## src/rtl/mem_port_arbiter.sv

```systemverilog
// Shares one single-port synchronous RAM between instruction fetch and load/store.
// Optional MEM_ARB_PERF_EN adds saturating grant/conflict counters.
module mem_port_arbiter #(
  parameter int unsigned RAM_AW     = 12,
  parameter int unsigned RD_LATENCY = 1
) (
  input  logic              clk,
  input  logic              rst,
  input  logic              if_req,
  input  logic [31:0]       if_addr,
  output logic              if_gnt,
  output logic              if_rvalid,
  output logic [31:0]       if_rdata,
  input  logic              d_req,
  input  logic              d_we,
  input  logic [1:0]        d_size,
  input  logic              d_unsigned,
  input  logic [31:0]       d_addr,
  input  logic [31:0]       d_wdata,
  output logic              d_gnt,
  output logic              d_rvalid,
  output logic [31:0]       d_rdata,
  output logic              d_err,
  output logic              mem_en,
  output logic [3:0]        mem_we,
  output logic [RAM_AW-1:0] mem_addr,
  output logic [31:0]       mem_wdata,
  input  logic [31:0]       mem_rdata,
  output logic              busy
`ifdef MEM_ARB_PERF_EN
  ,
  output logic [15:0]       perf_if_cnt,
  output logic [15:0]       perf_d_cnt,
  output logic [15:0]       perf_conflict_cnt
`endif
);

  typedef enum logic [1:0] {IDLE, WAIT, RESP} state_t;

  localparam logic [1:0] WAIT_INIT = (RD_LATENCY >= 2) ? 2'(RD_LATENCY - 2) : 2'd0;

  state_t      state;
  logic        rr_last_d;
  logic        own_d;
  logic        op_we;
  logic        op_uns;
  logic        op_err;
  logic [1:0]  op_size;
  logic [1:0]  op_lane;
  logic [1:0]  wait_cnt;

  logic        idle;
  logic        grant_if;
  logic        grant_d;
  logic        misalign;
  logic        store_go;
  logic [3:0]  lane_be;
  logic [31:0] lane_wdata;
  logic [7:0]  ld_byte;
  logic [15:0] ld_half;
  logic [31:0] ld_ext;
  logic        resp;
  logic        unused_bits;

  assign unused_bits = ^{if_addr[1:0], if_addr[31:RAM_AW+2], d_addr[31:RAM_AW+2]};

  // Grants are combinational in IDLE; rst gates them so outputs stay 0 during reset.
  assign idle     = (state == IDLE) && !rst;
  assign grant_if = idle && if_req && (!d_req || rr_last_d);
  assign grant_d  = idle && d_req && (!if_req || !rr_last_d);

  always_comb begin
    misalign   = 1'b0;
    lane_be    = 4'b1111;
    lane_wdata = d_wdata;
    case (d_size)
      2'b00: begin
        lane_be    = 4'b0001 << d_addr[1:0];
        lane_wdata = {4{d_wdata[7:0]}};
      end
      2'b01: begin
        misalign   = d_addr[0];
        lane_be    = d_addr[1] ? 4'b1100 : 4'b0011;
        lane_wdata = {2{d_wdata[15:0]}};
      end
      default: misalign = (d_addr[1:0] != 2'b00);
    endcase
  end

  assign store_go  = grant_d && d_we && !misalign;
  assign if_gnt    = grant_if;
  assign d_gnt     = grant_d;
  assign mem_en    = grant_if || (grant_d && !misalign);
  assign mem_we    = store_go ? lane_be : '0;
  assign mem_wdata = store_go ? lane_wdata : '0;
  assign mem_addr  = grant_d  ? d_addr[RAM_AW+1:2] :
                     grant_if ? if_addr[RAM_AW+1:2] : '0;

  always_comb begin
    ld_byte = '0;
    case (op_lane)
      2'd0: ld_byte = mem_rdata[7:0];
      2'd1: ld_byte = mem_rdata[15:8];
      2'd2: ld_byte = mem_rdata[23:16];
      default: ld_byte = mem_rdata[31:24];
    endcase
    ld_half = op_lane[1] ? mem_rdata[31:16] : mem_rdata[15:0];
    case (op_size)
      2'b00:   ld_ext = {{24{!op_uns & ld_byte[7]}}, ld_byte};
      2'b01:   ld_ext = {{16{!op_uns & ld_half[15]}}, ld_half};
      default: ld_ext = mem_rdata;
    endcase
  end

  assign resp      = (state == RESP);
  assign if_rvalid = resp && !own_d;
  assign if_rdata  = if_rvalid ? mem_rdata : '0;
  assign d_rvalid  = resp && own_d;
  assign d_err     = d_rvalid && op_err;
  assign d_rdata   = (d_rvalid && !op_err && !op_we) ? ld_ext : '0;
  assign busy      = (state != IDLE);

  always_ff @(posedge clk or posedge rst) begin
    if (rst) begin
      state     <= IDLE;
      rr_last_d <= 1'b1;
      own_d     <= 1'b0;
      op_we     <= 1'b0;
      op_uns    <= 1'b0;
      op_err    <= 1'b0;
      op_size   <= '0;
      op_lane   <= '0;
      wait_cnt  <= '0;
    end else begin
      case (state)
        IDLE: begin
          if (grant_if || grant_d) begin
            rr_last_d <= grant_d;
            own_d     <= grant_d;
            op_we     <= d_we;
            op_uns    <= d_unsigned;
            op_size   <= d_size;
            op_lane   <= d_addr[1:0];
            op_err    <= grant_d && misalign;
            // Misaligned accesses never touch the RAM, so they skip the wait.
            if ((grant_d && misalign) || (RD_LATENCY <= 1)) begin
              state <= RESP;
            end else begin
              state    <= WAIT;
              wait_cnt <= WAIT_INIT;
            end
          end
        end
        WAIT: begin
          if (wait_cnt == 2'd0) state <= RESP;
          else                  wait_cnt <= wait_cnt - 2'd1;
        end
        RESP:    state <= IDLE;
        default: state <= IDLE;
      endcase
    end
  end

`ifdef MEM_ARB_PERF_EN
  always_ff @(posedge clk or posedge rst) begin
    if (rst) begin
      perf_if_cnt       <= '0;
      perf_d_cnt        <= '0;
      perf_conflict_cnt <= '0;
    end else begin
      if (grant_if && (perf_if_cnt != '1)) perf_if_cnt <= perf_if_cnt + 16'd1;
      if (grant_d && (perf_d_cnt != '1))   perf_d_cnt  <= perf_d_cnt + 16'd1;
      if (idle && if_req && d_req && (perf_conflict_cnt != '1))
        perf_conflict_cnt <= perf_conflict_cnt + 16'd1;
    end
  end
`endif

endmodule
```

## config.mk

```make
export PLATFORM = sky130hd
export DESIGN_NAME = mem_port_arbiter
export DESIGN_NICKNAME = d
export VERILOG_FILES = /design/src/rtl/mem_port_arbiter.sv
export SDC_FILE = /design/constraint.sdc
export NUM_CORES = 1
export LEC_CHECK = 0
export CELL_PAD_IN_SITES_DETAIL_PLACEMENT = 0
export CELL_PAD_IN_SITES_GLOBAL_PLACEMENT = 1
export CORE_UTILIZATION = 18
export DETAILED_ROUTE_END_ITERATION = 8
export PLACE_DENSITY = 0.85
export SYNTH_ARGS = -nofsm -noshare
export SYNTH_HDL_FRONTEND = slang
export SYNTH_SLANG_ARGS = --single-unit
```

## constraint.sdc

```tcl
create_clock -name clk -period 6 [get_ports clk]
set_clock_uncertainty 0.2 [all_clocks]
set_input_delay 1.2 -clock clk [delete_from_list [all_inputs] [get_ports clk]]
set_output_delay 1.2 -clock clk [all_outputs]
set_load 0.03 [all_outputs]
```

==> Word-level counts from Yosys, hierarchy flattened <==
Index checks and enable logic that the tools add are counted.
{ "op_classes": {"n_eq_ne": 8, "n_reduce_logical": 37, "n_addsub": 1, "bitwise_logic": 3, "shifts": 1, "n_mux": 16} }
{ "ops": {"columns": ["cell", "count"], "rows": [
  ["$pmux 32 s2", 2],
  ["$mux 32", 3],
  ["$mux 12", 2],
  ["$pmux 8 s3", 1],
  ["$mux 16", 1],
  ["$logic_and 1x1->1", 14],
  ["$logic_not 2->1", 5],
  ["$logic_not 1->1", 9],
  ["$eq 2x1->1 const B", 4],
  ["$mux 4", 2],
  ["$pmux 4 s2", 1],
  ["$reduce_and 2->1", 3],
  ["$eq 2x2->1 const B", 2],
  ["$logic_or 1x1->1", 4],
  ["$mux 2", 2],
  ["$pmux 2 s2", 1],
  ["$reduce_bool 2->1", 2],
  ["$shl 1x2->4 const A", 1],
  ["$and 1x1->1", 2],
  ["$ne 2x1->1 const B", 1],
  ["$ne 2x2->1 const B", 1],
  ["$pmux 1 s2", 1],
  ["$sub 2x1->2 const B", 1],
  ["$not 1->1", 1]
]} }
{ "totals": {"output_inout_bits": 119, "ff_bits": 13, "wordCells": 75, "inputBits": 136} }

==> Logic depth before layout (Yosys ltp) <==
Gate-level depths: netlist of the first run.
{ "depth": {"depth_word": 7, "mapped_depth": 7, "depth_no_buf": 4} }

==> Least setup slack after synthesis of the first run <==
No wires, ideal clock.
{ "synth_path": {"kind": "input port to output port", "start": "input rst", "end": "output mem_en", "n_path_buf": 2, "required_ns": 4.600, "arrival_ns": 2.863, "path_stages": 6, "slack_ns": 1.737, "path_cell_list": "nor2_1 -> and3_1 -> clkbuf_1 -> clkbuf_1 -> inv_1 -> o21bai_1"} }
{ "synth_via": {"elab_chain_cells": 6, "word_cells_on_any_way": 8, "classes_between": "8 x reduce/logical"} }
{ "synth_lines": {"columns": ["item", "line", "text"], "rows": [
  ["start, declared", "8", "input logic rst,"],
  ["$logic_not 1->1 (no line)", null, null],
  ["$logic_and 1x1->1", "68", "assign idle = (state == IDLE) && !rst;"],
  ["$logic_and 1x1->1 (2 in series)", "70", "assign grant_d = idle && d_req && (!if_req || !rr_last_d);"],
  ["via d_gnt", "20", "output logic d_gnt,"],
  ["$logic_and 1x1->1", "93", "assign mem_en = grant_if || (grant_d && !misalign);"],
  ["$logic_or 1x1->1", "93", null],
  ["end, declared", "24", "output logic mem_en,"]
]} }
The timed path passes the listed nets, and every way through them passes these cells.

==> Final worst setup path of the first run <==
{ "layout_path": {"start": "input mem_rdata[15]", "end": "output d_rdata[28]"} }
{ "layout_via": {"elab_chain_cells": 4, "word_cells_on_any_way": 6, "classes_between": "4 x mux; 2 x bitwise"} }
{ "layout_lines": {"columns": ["item", "line", "text"], "rows": [
  ["start, declared", "28", "input logic [31:0] mem_rdata,"],
  ["$pmux 8 s3 / $mux 16 (equally long branches)", "101, 107", null],
  ["$and 1x1->1, on equally long branches", "109, 110", null],
  ["$pmux 32 s2 *", "108", "case (op_size)"],
  ["$mux 32 *", "120", "assign d_rdata = (d_rvalid && !op_err && !op_we) ? ld_ext : '0;"],
  ["end, declared", "22", "output logic [31:0] d_rdata,"]
]} }
Mark *: on every way between the ends. The rest lies on a longest branch, timed or not.

==> flow_metrics.py, run 1 <==
metrics = {
    "synth": {
        "syn-num-nets": 494,
        "ys_seq_elements": 10,
        "post_synth_xor_area_fraction_pct": 0.779,
        "post_synthesis_adder_cell_area_fraction_pct": 0,
        "syn_area_sq_um": 2250,
        "synth_area_per_cell_sq_um": 6.28,
        "synth_simple_gate_area_share_pct": 35.7,
        "number_of_warnings_printed_during_yosys_synthesis": 0,
        "synth.area.mux_share_pct": 11.2,
        "main_combinational_cell_family_by_area_after_synthesis": "simple AND/OR/NAND/NOR gates",
        "asyncSetResetFlopFracSynth_pct": 100,
        "synth-compound-area-share_pct": 32.4,
        "synth-seq-area-share_pct": 11.2,
        "synth_cell_type_count": 42,
        "synth-main-ff-cell": "sky130_fd_sc_hd__dfrtp_1",
        "syn_inst": 358,
        "edff_count_synth": 0,
    },
    "cells_and_area": {
        "syn2layout_area_growth_pct": 105,
        "layout.cell_area.non_filler_sq_um": 4610,
        "final_net_count": 687,
        "finish.cell_count_without_fillers": 718,
        "antenna_cells_inserted": 0,
        "fraction_of_layout_cells_with_a_size_suffix_above_1_pct": 5.82,
    },
    "clock_network": {
        "clkSinkCount": 10,
        "cts.root.buffer_cell": "sky130_fd_sc_hd__clkbuf_16",
        "cts_tree": "done",
        "cts_setup_buffers": 0,
        "clock_latency_at_the_later_pin_of_the_worst_skew_pair_ns": 0.23,
        "max-clock-path-buffers": 2,
        "cts_buffer_count": 3,
        "hold_buffer_count_at_cts": 0,
        "htree_num_levels": 1,
        "clk_pin_slew_ns": 0.04,
        "cts_repair_resizes": 0,
    },
    "placed_design": {
        "place_inst": 714,
        "place.port_buffers": 216,
        "placedInstanceArea_sq_um": 4520,
        "place.gp.congestion": 0.755,
        "hpwlAfterDp_microns": 8200,
    },
    "global_routing": {
        "grt_first_pass_wirelength_microns": 16200,
        "groute.usage.overall_pct": 15.2,
        "initial_antenna_violation_count": 0,
        "grt_max_degree": 44,
        "global_route.overflow_total": 0,
        "via_count_of_the_first_global_routing_pass": 3078,
    },
    "critical_path": {
        "critical_path_arrival_ns": 3.87,
        "worstSetupStartpointType": "input port",
        "critical_path.endpoint_type": "output pin",
        "worstPathMaxFanout": 16,
        "crit_type": "in -> out",
        "timing.critical_path.required_ns": 4.60,
    },
    "floorplanning": {
        "num_io_pins": 255,
        "dieHeight_microns": 114,
        "floorplan.initialDensity_pct": 18.6,
        "placeableCoreArea_sq_um": 12100,
        "width_of_the_die_microns": 114,
        "fp.dieArea_sq_um": 12900,
        "total_number_of_placement_rows": 40,
    },
    "sta": {
        "final-setup-viol-count": 0,
        "final_max_slew_viol_count": 0,
        "worstMarginPinSlew_ns": 0.942,
        "final_hold_viol_count": 0,
        "worst_slew_margin_rel_pct": 37.2,
        "timing.setup.tns_ns": 0,
        "rsz0062_at_grt": "false",
        "fmax_mhz": 190,
        "finalWorstPathRequiredPeriod_ns": 5.27,
        "period_share_pct": 87.8,
    },
    "power": {
        "vdd_drop_max_mv": 0.105,
        "power.density_cell_area_nw_per_um2": 198,
        "design_power_total_uw": 911,
        "leakagePower_nw": 1.75,
    },
    "detailed_routing": {
        "routed_wl_microns": 10300,
        "route.detailed.drc": 0,
        "dr_total_vias": 3351,
        "via_per_inst": 4.67,
        "drt.antenna.violating_nets": 0,
        "post_drt_wl_per_cell_microns": 14.4,
        "first_iter_violations": 150,
        "drtPass1Iterations": 4,
    },
    "flow_run": {
        "max_capacitance_violation_count": 0,
    },
    "run_status": {
        "status": "complete, no violations",
    },
    "min_path": {
        "worst_min_path_class": "reg -> reg",
    },
}
stage by stage:
step / util (%) / setup WS, ns / hold slack, ns
after floorplan: - / 1.74 / 0.297
after global placement: 37.3 / 0.748 / 0.312
after detailed placement: 37.3 / 0.700 / 0.326
after CTS: 38.1 / 0.690 / 0.345
after global routing: 38.1 / 0.569 / 0.381
final: 38.1 / 0.733 / 0.348
where the power goes:
group	internal, mW	total (mW)	switching [mW]
combinational	0.280	0.638	0.358
sequential	0.0912	0.144	0.0530
clock	0.100	0.129	0.0289
area by class of cell:
type                    instances  area, sq um
fillers                      1302         7500
repair buffers                221         2200
multi-input cells             300         1800
flip-flops and latches         10          251
well taps                     168          210
clock buffers                   4         88.8
inverters                      15         56.3
synthesized netlist by cell type (2+ instances only):
cell / number / area [sq um]
sky130_fd_sc_hd__a22o_1: 12 / 105
sky130_fd_sc_hd__or2_2: 2 / 12.5
sky130_fd_sc_hd__dfrtp_1: 9 / 225
sky130_fd_sc_hd__mux2_2: 6 / 67.6
sky130_fd_sc_hd__a31oi_1: 3 / 18.8
sky130_fd_sc_hd__nor3_1: 4 / 20.0
sky130_fd_sc_hd__nor2b_1: 2 / 12.5
sky130_fd_sc_hd__inv_1: 14 / 52.6
sky130_fd_sc_hd__buf_1: 2 / 7.51
sky130_fd_sc_hd__o22ai_1: 8 / 50.1
sky130_fd_sc_hd__clkbuf_1: 28 / 105
sky130_fd_sc_hd__xnor2_1: 2 / 17.5
sky130_fd_sc_hd__o21ai_0: 33 / 165
sky130_fd_sc_hd__and3_1: 11 / 68.8
sky130_fd_sc_hd__buf_6: 2 / 22.5
sky130_fd_sc_hd__nor2_1: 53 / 199
sky130_fd_sc_hd__a22oi_1: 7 / 52.6
sky130_fd_sc_hd__nand3b_1: 2 / 15.0
sky130_fd_sc_hd__and2_1: 41 / 257
sky130_fd_sc_hd__a31o_2: 7 / 61.3
sky130_fd_sc_hd__mux2i_1: 17 / 170
sky130_fd_sc_hd__a21oi_1: 30 / 150
sky130_fd_sc_hd__a221oi_1: 7 / 61.3
sky130_fd_sc_hd__nand2_1: 36 / 135
sky130_fd_sc_hd__nand2b_1: 3 / 18.8
worst paths after layout:
path	depth (start not counted)	to	startpoint	slack, ns
max in group asynchronous	2	rr_last_d	rst	4.23
min in group asynchronous	2	op_we	rst	1.07
hold reg to reg	1	rr_last_d	rr_last_d	0.35
setup / recovery	6	d_rdata[28]	mem_rdata[15]	0.73
setup reg to reg	4	op_we	state[1]	3.69
hold / removal	1	rr_last_d	rr_last_d	0.35
worst max-delay path, cell delays in order:
cell and delay, ns:
sky130_fd_sc_hd__clkdlybuf4s50_1 0.48, sky130_fd_sc_hd__mux2_4 0.34, sky130_fd_sc_hd__and3_4 0.19, sky130_fd_sc_hd__a2111oi_4 0.85, sky130_fd_sc_hd__nor2_1 0.15, sky130_fd_sc_hd__clkdlybuf4s50_1 0.64
kinds of logic (layout without fill, tap and decap cells):
family,count (synthesis),in the layout
AND/OR/NAND/NOR,162,162
AO/OA/AOI/OAI,112,112
buffers and inverters,48,240
multiplexers,24,24
flip-flops,10,10
XOR/XNOR,2,2
registers in the layout, summed over array words and instances (netlist names):
| signal | cells |
|---|---|
| op_lane | 2 |
| op_size | 2 |
| op_err | 1 |
| op_uns | 1 |
| op_we | 1 |
| own_d | 1 |
| rr_last_d | 1 |
| state | 1 |
metal layers:
layer,vias to the layer above,track usage (%),wire (microns),share of wire (%)
met5,-,0,0,0
met2,163,28.0,5200,50
met4,0,1.93,0,0
li1,1646,-,-,-
met1,1542,18.7,4220,41
met3,0,2.98,922,8.9
cells in the final DEF, fill, tap and decap left out, types with 2 or more instances in the layout:
master / netlist / routed
sky130_fd_sc_hd__inv_1: 14 / 14
sky130_fd_sc_hd__nand2_1: 36 / 36
sky130_fd_sc_hd__and3_1: 11 / 11
sky130_fd_sc_hd__a31oi_1: 3 / 3
sky130_fd_sc_hd__clkdlybuf4s50_1: 0 / 216
sky130_fd_sc_hd__buf_4: 0 / 5
sky130_fd_sc_hd__a22oi_1: 7 / 7
sky130_fd_sc_hd__dfrtp_1: 9 / 9
sky130_fd_sc_hd__nand3b_1: 2 / 2
sky130_fd_sc_hd__a221oi_1: 7 / 7
sky130_fd_sc_hd__o21ai_0: 33 / 33
sky130_fd_sc_hd__mux2_2: 6 / 6
sky130_fd_sc_hd__xnor2_1: 2 / 2
sky130_fd_sc_hd__and2_1: 41 / 41
sky130_fd_sc_hd__nor3_1: 4 / 4
sky130_fd_sc_hd__a21oi_1: 30 / 30
sky130_fd_sc_hd__clkbuf_16: 0 / 3
sky130_fd_sc_hd__a31o_2: 7 / 7
sky130_fd_sc_hd__mux2i_1: 17 / 17
sky130_fd_sc_hd__a22o_1: 12 / 12
sky130_fd_sc_hd__or2_2: 2 / 2
sky130_fd_sc_hd__nor2_1: 53 / 53
sky130_fd_sc_hd__nand2b_1: 3 / 3
sky130_fd_sc_hd__o22ai_1: 8 / 8
(Power assumes the default switching activity.)
==> inputs of run 2 (changes only) <==
Settings changed: REMOVE_ABC_BUFFERS set to 1.
==> flow_metrics.py, run 2 (synthesized netlist as in run 1, its figures left out) <==
metrics = {
    "sta": {
        "timing.setup.tns_ns": 0,
        "finalWorstPathRequiredPeriod_ns": 5.08,
        "final-setup-viol-count": 0,
        "rsz0062_at_grt": "false",
        "final_hold_viol_count": 0,
        "fmax_mhz": 197,
        "final_max_slew_viol_count": 0,
        "period_share_pct": 84.7,
        "worst_slew_margin_rel_pct": 20.9,
        "worstMarginPinSlew_ns": 1.19,
    },
    "detailed_routing": {
        "first_iter_violations": 156,
        "via_per_inst": 4.67,
        "drt.antenna.violating_nets": 0,
        "drtPass1Iterations": 4,
        "dr_total_vias": 3361,
        "post_drt_wl_per_cell_microns": 14.8,
        "route.detailed.drc": 0,
        "routed_wl_microns": 10700,
    },
    "clock_network": {
        "htree_num_levels": 1,
        "cts_tree": "done",
        "clk_pin_slew_ns": 0.04,
        "clock_latency_at_the_later_pin_of_the_worst_skew_pair_ns": 0.24,
        "cts_setup_buffers": 0,
        "max-clock-path-buffers": 2,
        "cts.root.buffer_cell": "sky130_fd_sc_hd__clkbuf_16",
        "cts_repair_resizes": 0,
        "clkSinkCount": 10,
        "hold_buffer_count_at_cts": 0,
        "cts_buffer_count": 3,
    },
    "power": {
        "intPower_uw": 465,
        "vdd_drop_max_mv": 0.0818,
        "swShare_pct": 48.8,
        "netSwitchingPower_uw": 443,
        "power.combinational.fraction_pct": 72.7,
        "leakagePower_nw": 1.75,
        "clockPowerShare_pct": 13.0,
        "power.density_cell_area_nw_per_um2": 197,
        "seq_power_share_pct": 14.3,
    },
    "critical_path": {
        "regToRegSetupSlack_ns": 3.66,
        "worstPathCellList": "clkdlybuf4s50_1 -> nor2_1 -> nand4_1 -> or2_2 -> nor2_1 -> clkdlybuf4s50_1",
        "timing.critical_path.required_ns": 4.60,
        "critical_path.reg2reg.startpoint": "state[1]",
        "worstSetupStartpointType": "input port",
        "crit_path_top_delay_cell": "sky130_fd_sc_hd__clkdlybuf4s50_1",
        "rr_worst_depth": 4,
        "worstPathMaxFanout": 24,
        "crit_path_buf_inv_count": 2,
        "critical_path.endpoint_type": "output pin",
        "critical_r2r_capture": "op_lane[0]",
        "crit_type": "in -> out",
        "family_with_the_most_delay_on_the_worst_path": "simple AND/OR/NAND/NOR gates",
        "critical_path_arrival_ns": 3.68,
        "max_stage_delay_ns": 0.70,
    },
    "cells_and_area": {
        "fraction_of_layout_cells_with_a_size_suffix_above_1_pct": 5.98,
        "top_regs": "op_lane x2, op_size x2",
        "most_common_cell_after_layout_fill_and_taps_aside": "sky130_fd_sc_hd__clkdlybuf4s50_1",
        "antenna_cells_inserted": 0,
        "most-common-layout-cells": "216 x sky130_fd_sc_hd__clkdlybuf4s50_1, 53 x sky130_fd_sc_hd__nor2_1, 41 x sky130_fd_sc_hd__and2_1",
        "finish.utilization_pct": 38.1,
        "fillerInstances": 1299,
        "syn2layout_area_growth_pct": 105,
        "final_net_count": 689,
    },
    "global_routing": {
        "global_route.overflow_total": 0,
        "initial_antenna_violation_count": 0,
        "grt_first_pass_wirelength_microns": 16500,
        "grt_max_degree": 43,
        "groute.usage.overall_pct": 15.8,
        "via_count_of_the_first_global_routing_pass": 3238,
    },
    "run_status": {
        "status": "complete, no violations",
    },
    "placed_design": {
        "place.gp.congestion": 0.822,
        "place.port_buffers": 216,
        "hpwlAfterDp_microns": 8500,
    },
    "min_path": {
        "worst_min_path_class": "reg -> reg",
        "worstHoldEndpoint": "rr_last_d",
        "instance_count_along_the_most_critical_hold_path": 2,
        "worstHoldStart": "rr_last_d",
    },
    "floorplanning": {
        "num_io_pins": 255,
        "total_number_of_placement_rows": 40,
        "placeableCoreArea_sq_um": 12100,
        "width_of_the_die_microns": 114,
        "fp.dieArea_sq_um": 12900,
        "floorplan.initialDensity_pct": 18.6,
        "dieHeight_microns": 114,
    },
    "flow_run": {
        "max_capacitance_violation_count": 0,
    },
}
run 2: worst max-delay path by stage:
stage                     cells past startpoint             to  slack, ns          start
final                                         6  mem_wdata[16]       0.92            rst
after global routing                          6  mem_wdata[16]       0.76            rst
after CTS                                     6  mem_wdata[16]       0.91            rst
after detailed placement                      6  mem_wdata[15]       0.92            rst
after global placement                        6  mem_wdata[16]       0.96            rst
after floorplan                               4    d_rdata[16]       1.97  mem_rdata[15]
run 2: power groups by stage:
stage | Clock, mW | Sequential, mW | Combinational [mW]
after CTS | 0.122 | 0.130 | 0.666
after detailed placement | 0 | 0.130 | 0.664
after global placement | 0 | 0.129 | 0.652
after floorplan | 0 | 0.143 | 0.358
final | 0.118 | 0.130 | 0.659
after global routing | 0.129 | 0.135 | 0.713
run 2: routing by layer:
| metal | track usage, % | routed length [microns] |
|---|---|---|
| met1 | 17.3 | 4170 |
| met2 | 30.0 | 5340 |
| met3 | 4.04 | 1030 |
| met4 | 4.30 | 145 |
| met5 | 0 | 0 |
run 2: metrics by stage:
stage | hold WS (ns) | total power, mW | setup WS, ns | std cells | cell area, sq um
after floorplan | 0.297 | 0.500 | 1.97 | 325 | 2110
after global placement | 0.312 | 0.781 | 0.964 | 716 | 4540
after detailed placement | 0.331 | 0.794 | 0.922 | 716 | 4540
after CTS | 0.335 | 0.917 | 0.913 | 720 | 4610
after global routing | 0.365 | 0.978 | 0.761 | 720 | 4610
final | 0.336 | 0.907 | 0.917 | 720 | 4610
run 2: cell type report:
class | count | area [sq um] | area share (%)
repair buffers | 223 | 2210 | 48.0
multi-input cells | 300 | 1800 | 39.1
flip-flops and latches | 10 | 251 | 5.45
well taps | 168 | 210 | 4.56
clock buffers | 4 | 78.8 | 1.71
inverters | 15 | 56.3 | 1.22
run 2: worst register-to-register path: stages (launching register included):
cell,delay [ns]
sky130_fd_sc_hd__dfrtp_1,0.42
sky130_fd_sc_hd__nor2_1,0.28
sky130_fd_sc_hd__and3_1,0.59
sky130_fd_sc_hd__or2_1,0.36
sky130_fd_sc_hd__mux2_2,0.38
==> RTL change 1: new RTL, config.mk and constraints of run 2 <==
The option `MEM_ARB_PERF_EN` is turned on by a define.
--- a/src/rtl/mem_port_arbiter.sv
+++ b/src/rtl/mem_port_arbiter.sv
@@ -1,5 +1,7 @@
 // Shares one single-port synchronous RAM between instruction fetch and load/store.
 // Optional MEM_ARB_PERF_EN adds saturating grant/conflict counters.
+`define MEM_ARB_PERF_EN
+
 module mem_port_arbiter #(
   parameter int unsigned RAM_AW     = 12,
   parameter int unsigned RD_LATENCY = 1
Function (old outputs only; new: perf_conflict_cnt, perf_d_cnt and perf_if_cnt): kept (Yosys induction, for registers that start in step).
==> RTL change 1 against run 2 <==
  * Synthesized cell count up 45%
  * First-iteration DRC count up 46%
  * Sequential share of layout area up 14 points
  * Area after synthesis is 93% higher
  * Cell area up 65%
  * Sequential cell count is 48 higher
  * Combinational power grew 29%
  * Hold slack got worse by 0.042 ns
  * Worst setup slack got worse by 0.41 ns
  * Maximum frequency is 7.4% lower
  * Global-route usage decreased by 3.0 points
  * Wire length grew 56%
  * Total power up 120%
==> RTL change 1: results (changes against run 2) <==
| Metric | Value |
|---|---|
| Port Buf Inserts | `264 (was 216)` |
| Net switching power | `793 µW (was 443 µW)` |
| Drt first pass iters | `4 (unchanged)` |
| Setup crit end | `mem_wdata[11] (was mem_wdata[16])` |
| Worst EP arrival | `4.09 ns (was 3.68 ns)` |
| Launch point of the critical path | `d_req (was rst)` |
| Setup Buffers After CTS | `0 (unchanged)` |
| Crit Reg-Reg Endpoint | `perf_if_cnt[1] (was op_lane[0])` |
| Largest net degree at the start of global routing | `45 (was 43)` |
| Hold path startpoint | `perf_conflict_cnt[8] (was rr_last_d)` |
| Worst slew margin | `27.1% (was 20.9%)` |
| Total GRT Usage | `12.8% (was 15.8%)` |
| Post-cts gate resize count | `0 (unchanged)` |
| Post-synth cell types | `53 (was 42)` |
| Sequential fraction of the synthesis area | `33.4% (was 11.2%)` |
| Synth top cells by count | `dfrtp_1 (57), nor2_1 (50), nand2_1 (47), and2_1 (41), o21ai_0 (40) (was nor2_1 (53), and2_1 (41), nand2_1 (36), o21ai_0 (33), a21oi_1 (30))` |
| Hold Path End | `perf_conflict_cnt[8] (was rr_last_d)` |
| Vias in the first global route | `4616 (was 3238)` |
| Slowest stage delay, CP | `0.72 ns (was 0.70 ns)` |
| Clock slew at reported path FFs | `0.05 ns` |
| Placer Congestion | `0.807 (was 0.822)` |
| Reg-to-Reg Start | `state[1] (unchanged)` |
| Worst skew pair latency | `0.33 ns (was 0.24 ns)` |
| Area contributors post-synth | `dfrtp_1 (33%), and2_1 (5.9%), mux2i_1 (5.3%), xnor2_1 (5.2%), o21ai_0 (4.6%) (was and2_1 (11%), dfrtp_1 (10%), nor2_1 (8.8%), mux2i_1 (7.6%), o21ai_0 (7.3%))` |
| Final nets | `912 (was 689)` |
| Setup TNS | `0 ns (unchanged)` |
| R2R Setup Slk | `3.39 ns (was 3.66 ns)` |
| CP top delay family | `buffers and inverters (was simple AND/OR/NAND/NOR gates)` |
| CTS H-tree depth | `3 (was 1)` |
| Starting DRT DRC Count | `227 (was 156)` |
| Post-DR vias/cell | `4.33 (was 4.67)` |
| Cell Count, Final, Fillers Out | `1098 (was 720)` |
| Status | `finished clean (unchanged)` |
| R2R depth | `5 (was 4)` |
| Synth async-reset ratio | `100% (unchanged)` |
| Hold depth | `1 (was 2)` |
| Routed WL | `16700 µm (was 10700 µm)` |
| Num CTS Buffers | `9 (was 3)` |
| Syn Inst Count | `518 (was 358)` |
| CTS root buf | `clkbuf_16 (unchanged)` |
| Ratio of cells with drive above 1 in the final layout | `7.58% (was 5.98%)` |
| Largest regs | `perf_conflict_cnt: 16 flops, perf_d_cnt: 16 flops, perf_if_cnt: 16 flops (was op_lane: 2 flops, op_size: 2 flops)` |
| Fillers | `2528 (was 1299)` |
| CP max FO | `26 (was 24)` |
| First-pass GRT wire length | `24700 µm (was 16500 µm)` |
| Dpl hpwl | `12800 µm (was 8500 µm)` |
| Worst path slowest cell | `clkdlybuf4s50_1 (unchanged)` |
| Peak supply drop | `0.000159 V (was 0.0000818 V)` |
| Initial antenna violation count | `1 (was 0)` |
| Leak pwr | `3.07 nW (was 1.75 nW)` |
==> RTL change 1: power by group through the flow <==
stage	clock [mW]	combinational, mW	sequential, mW
floorplan	0	0.390	0.662
global placement	0	0.849	0.603
detailed placement	0	0.858	0.606
CTS	0.545	0.861	0.601
global route	0.560	0.916	0.614
finish	0.530	0.853	0.598
==> RTL change 1: kinds of logic (layout without fill, tap and decap cells) <==
logic type	Yosys count	after routing	synth area share, %
xor gates and xnor gates	41	41	8.26
and+or+nand+nor	212	212	25.1
other	0	1	0
AOI/OAI and AO/OA	125	125	19.3
muxes	33	33	8.15
buffers and inverters	46	306	4.92
DFF	58	58	33.4
adders and majority gates	3	3	0.864
==> RTL change 1: metrics by stage <==
stage / cell area, µm² / hold slack [ns] / total power [mW] / setup slack (ns)
after global placement: 7300 / 0.285 / 1.45 / 0.497
after detailed placement: 7300 / 0.291 / 1.46 / 0.469
final: 7610 / 0.294 / 1.98 / 0.509
after global routing: 7600 / 0.309 / 2.09 / 0.268
after floorplan: 4210 / 0.270 / 1.05 / 1.65
after CTS: 7600 / 0.296 / 2.01 / 0.443
==> RTL change 1: routing by layer <==
metal | vias up | wire, µm | global-route usage [%]
met4 | 0 | 233 | 3.51
met3 | 19 | 1430 | 3.85
li1 | 2337 | - | -
met5 | - | 0 | 0
met1 | 2189 | 7100 | 15.7
met2 | 207 | 7940 | 21.6
==> RTL change 1: layout make-up <==
cell class	count	share of cell area (%)
Multi-Input combinational cell	414	35.2
Clock buffer	14	3.60
Inverter	20	0.987
Timing Repair Buffer	270	35.3
Antenna cell	1	0.0329
Clock inverter	2	0.461
Tap cell	319	5.25
Sequential cell	58	19.1
==> RTL change 2: new RTL, config.mk and constraints of run 2 <==
Without the edit above. Encoding of `state_t`: now one-hot (3 bits for 3 states).
--- a/src/rtl/mem_port_arbiter.sv
+++ b/src/rtl/mem_port_arbiter.sv
@@ -35,7 +35,7 @@
 `endif
 );
 
-  typedef enum logic [1:0] {IDLE, WAIT, RESP} state_t;
+  typedef enum logic [2:0] {IDLE = 3'b001, WAIT = 3'b010, RESP = 3'b100} state_t;
 
   localparam logic [1:0] WAIT_INIT = (RD_LATENCY >= 2) ? 2'(RD_LATENCY - 2) : 2'd0;
 
Behaviour: same outputs for any inputs over 10 cycles, from zero or initial values and one cycle with rst high; not proved beyond that.
==> RTL change 2 against run 2 <==
  * Count of clock-buffer cells in the layout stayed put
  * Non-clock buffer count fell by 1
  * Wire length rose by 2.3%
  * Sequential cell count is 1 higher
  * Combinational power shrank 40%
  * Maximum frequency is 4.6% higher
  * Area after synthesis up 8.2%
  * Via count fell by 1.1%
  * First-iteration DRC count is 41% higher
  * Hold slack lost 0.0055 ns
  * Worst setup slack gained 0.22 ns
  * Total power shrank 27%
  * Cell area grew 3.8%
==> RTL change 2: results (changes against run 2) <==
| Metric | Value |
|---|---|
| Ys flop type | `dfrtp_1 (unchanged)` |
| Hold WC Path Type | `reg -> reg (unchanged)` |
| Area contributors post-synth | `mux2_2 (11%), dfrtp_1 (9.3%), and2_1 (8.5%), mux4_2 (7.4%), nand2_1 (5.4%) (was and2_1 (11%), dfrtp_1 (10%), nor2_1 (8.8%), mux2i_1 (7.6%), o21ai_0 (7.3%))` |
| Fillers | `1357 (was 1299)` |
| Sw Ratio | `42.4% (was 48.8%)` |
| Largest net degree at the start of global routing | `35 (was 43)` |
| Placer Congestion | `0.810 (was 0.822)` |
| Port Buf Inserts | `216 (unchanged)` |
| Peak supply drop | `0.0000820 V (was 0.0000818 V)` |
| Final setup vio count | `0 (unchanged)` |
| Met2 Usage GRT | `27.0% (was 30.0%)` |
| Met3 Use GR | `3.14% (was 4.04%)` |
| First-pass GRT wire length | `17300 µm (was 16500 µm)` |
| Routed WL | `10900 µm (was 10700 µm)` |
| Status | `finished clean (unchanged)` |
| Grt met1 use | `18.1% (was 17.3%)` |
| Ratio of cells with drive above 1 in the final layout | `10.1% (was 5.98%)` |
| Synth top cells by count | `nand2_1 (35), and2_1 (33), nor2_1 (30), mux2_2 (23), inv_1 (20) (was nor2_1 (53), and2_1 (41), nand2_1 (36), o21ai_0 (33), a21oi_1 (30))` |
| Post-DR vias/cell | `4.73 (was 4.67)` |
| Starting DRT DRC Count | `220 (was 156)` |
| Total GRT Usage | `15.0% (was 15.8%)` |
| Worst-margin pin slew | `0.869 ns (was 1.19 ns)` |
| Leak pwr | `1.75 nW (about the same)` |
| Initial antenna violation count | `0 (unchanged)` |
| Sequential fraction of the synthesis area | `11.4% (was 11.2%)` |
| Final nets | `663 (was 689)` |
| Slowest stage delay, CP | `0.66 ns (was 0.70 ns)` |
| Post-synth cell types | `44 (was 42)` |
| Dpl hpwl | `8410 µm (was 8500 µm)` |
| Vias in the first global route | `3297 (was 3238)` |
| Worst EP arrival | `3.46 ns (was 3.68 ns)` |
| CP max FO | `8 (was 24)` |
| Largest regs | `op_lane: 2 flops, op_size: 2 flops, state: 2 flops (was op_lane: 2 flops, op_size: 2 flops)` |
| Num CTS Buffers | `3 (unchanged)` |
| Drt first pass iters | `5 (was 4)` |
| Clock slew at reported path FFs | `0.04 ns (about the same)` |
[RTL change 2: final timing paths]
kind	start	to	slack (ns)	depth (start not counted)
setup / recovery	mem_rdata[31]	d_rdata[12]	1.14	5
hold / removal	rr_last_d	rr_last_d	0.33	1
setup reg to reg	rr_last_d	op_err	4.12	4
hold reg to reg	rr_last_d	rr_last_d	0.33	1
max in group asynchronous	rst	state[0]	4.16	2
min in group asynchronous	rst	op_size[0]	1.12	2
[RTL change 2: layer usage]
layer	up-vias	wire length, µm
met5	-	0
met4	0	91
met3	11	1030
met2	195	5300
met1	1528	4510
li1	1589	-
[RTL change 2: area by class of cell]
cell class | count | area share, %
timing repair buffer | 222 | 46.1
multi-input combinational | 267 | 40.1
sequential | 11 | 5.80
tap | 176 | 4.60
inverter | 22 | 1.72
clock buffer | 4 | 1.65
[RTL change 2: stage by stage]
step / area (µm²) / util [%] / power [mW] / worst slack, ns / std cells
after floorplan: 2280 / - / 0.353 / 1.48 / 300
after global placement: 4710 / 35.7 / 0.532 / 1.14 / 698
after detailed placement: 4710 / 35.7 / 0.542 / 1.13 / 698
after CTS: 4790 / 36.3 / 0.667 / 1.12 / 702
after global routing: 4790 / 36.3 / 0.703 / 0.956 / 702
final: 4790 / 36.3 / 0.664 / 1.14 / 702
[RTL change 2: logic make-up (layout without fill, tap and decap cells)]
family	count (synthesis)	count (layout)	synth area share, %
simple gates	136	136	29.0
compound gates	90	90	27.5
mux	40	40	22.0
xor+xnor	1	1	0.360
flops	11	11	11.4
buf+inv	52	248	9.77
[RTL change 2: power by group through the flow]
| stage | Clock (mW) | Sequential, mW | Combinational [mW] |
|---|---|---|---|
| 6_report | 0.121 | 0.149 | 0.394 |
| 5_1_grt | 0.125 | 0.154 | 0.423 |
| 4_1_cts | 0.123 | 0.149 | 0.395 |
| 3_5_place_dp | 0 | 0.149 | 0.393 |
| 3_3_place_gp | 0 | 0.147 | 0.385 |
| 2_1_floorplan | 0 | 0.134 | 0.219 |
[RTL change 2: critical path: cells and delay by family]
kind	cells	cell delay (ns)
AOI/OAI and AO/OA	2	0.55
muxes	1	0.56
buffers and inverters	2	1.15
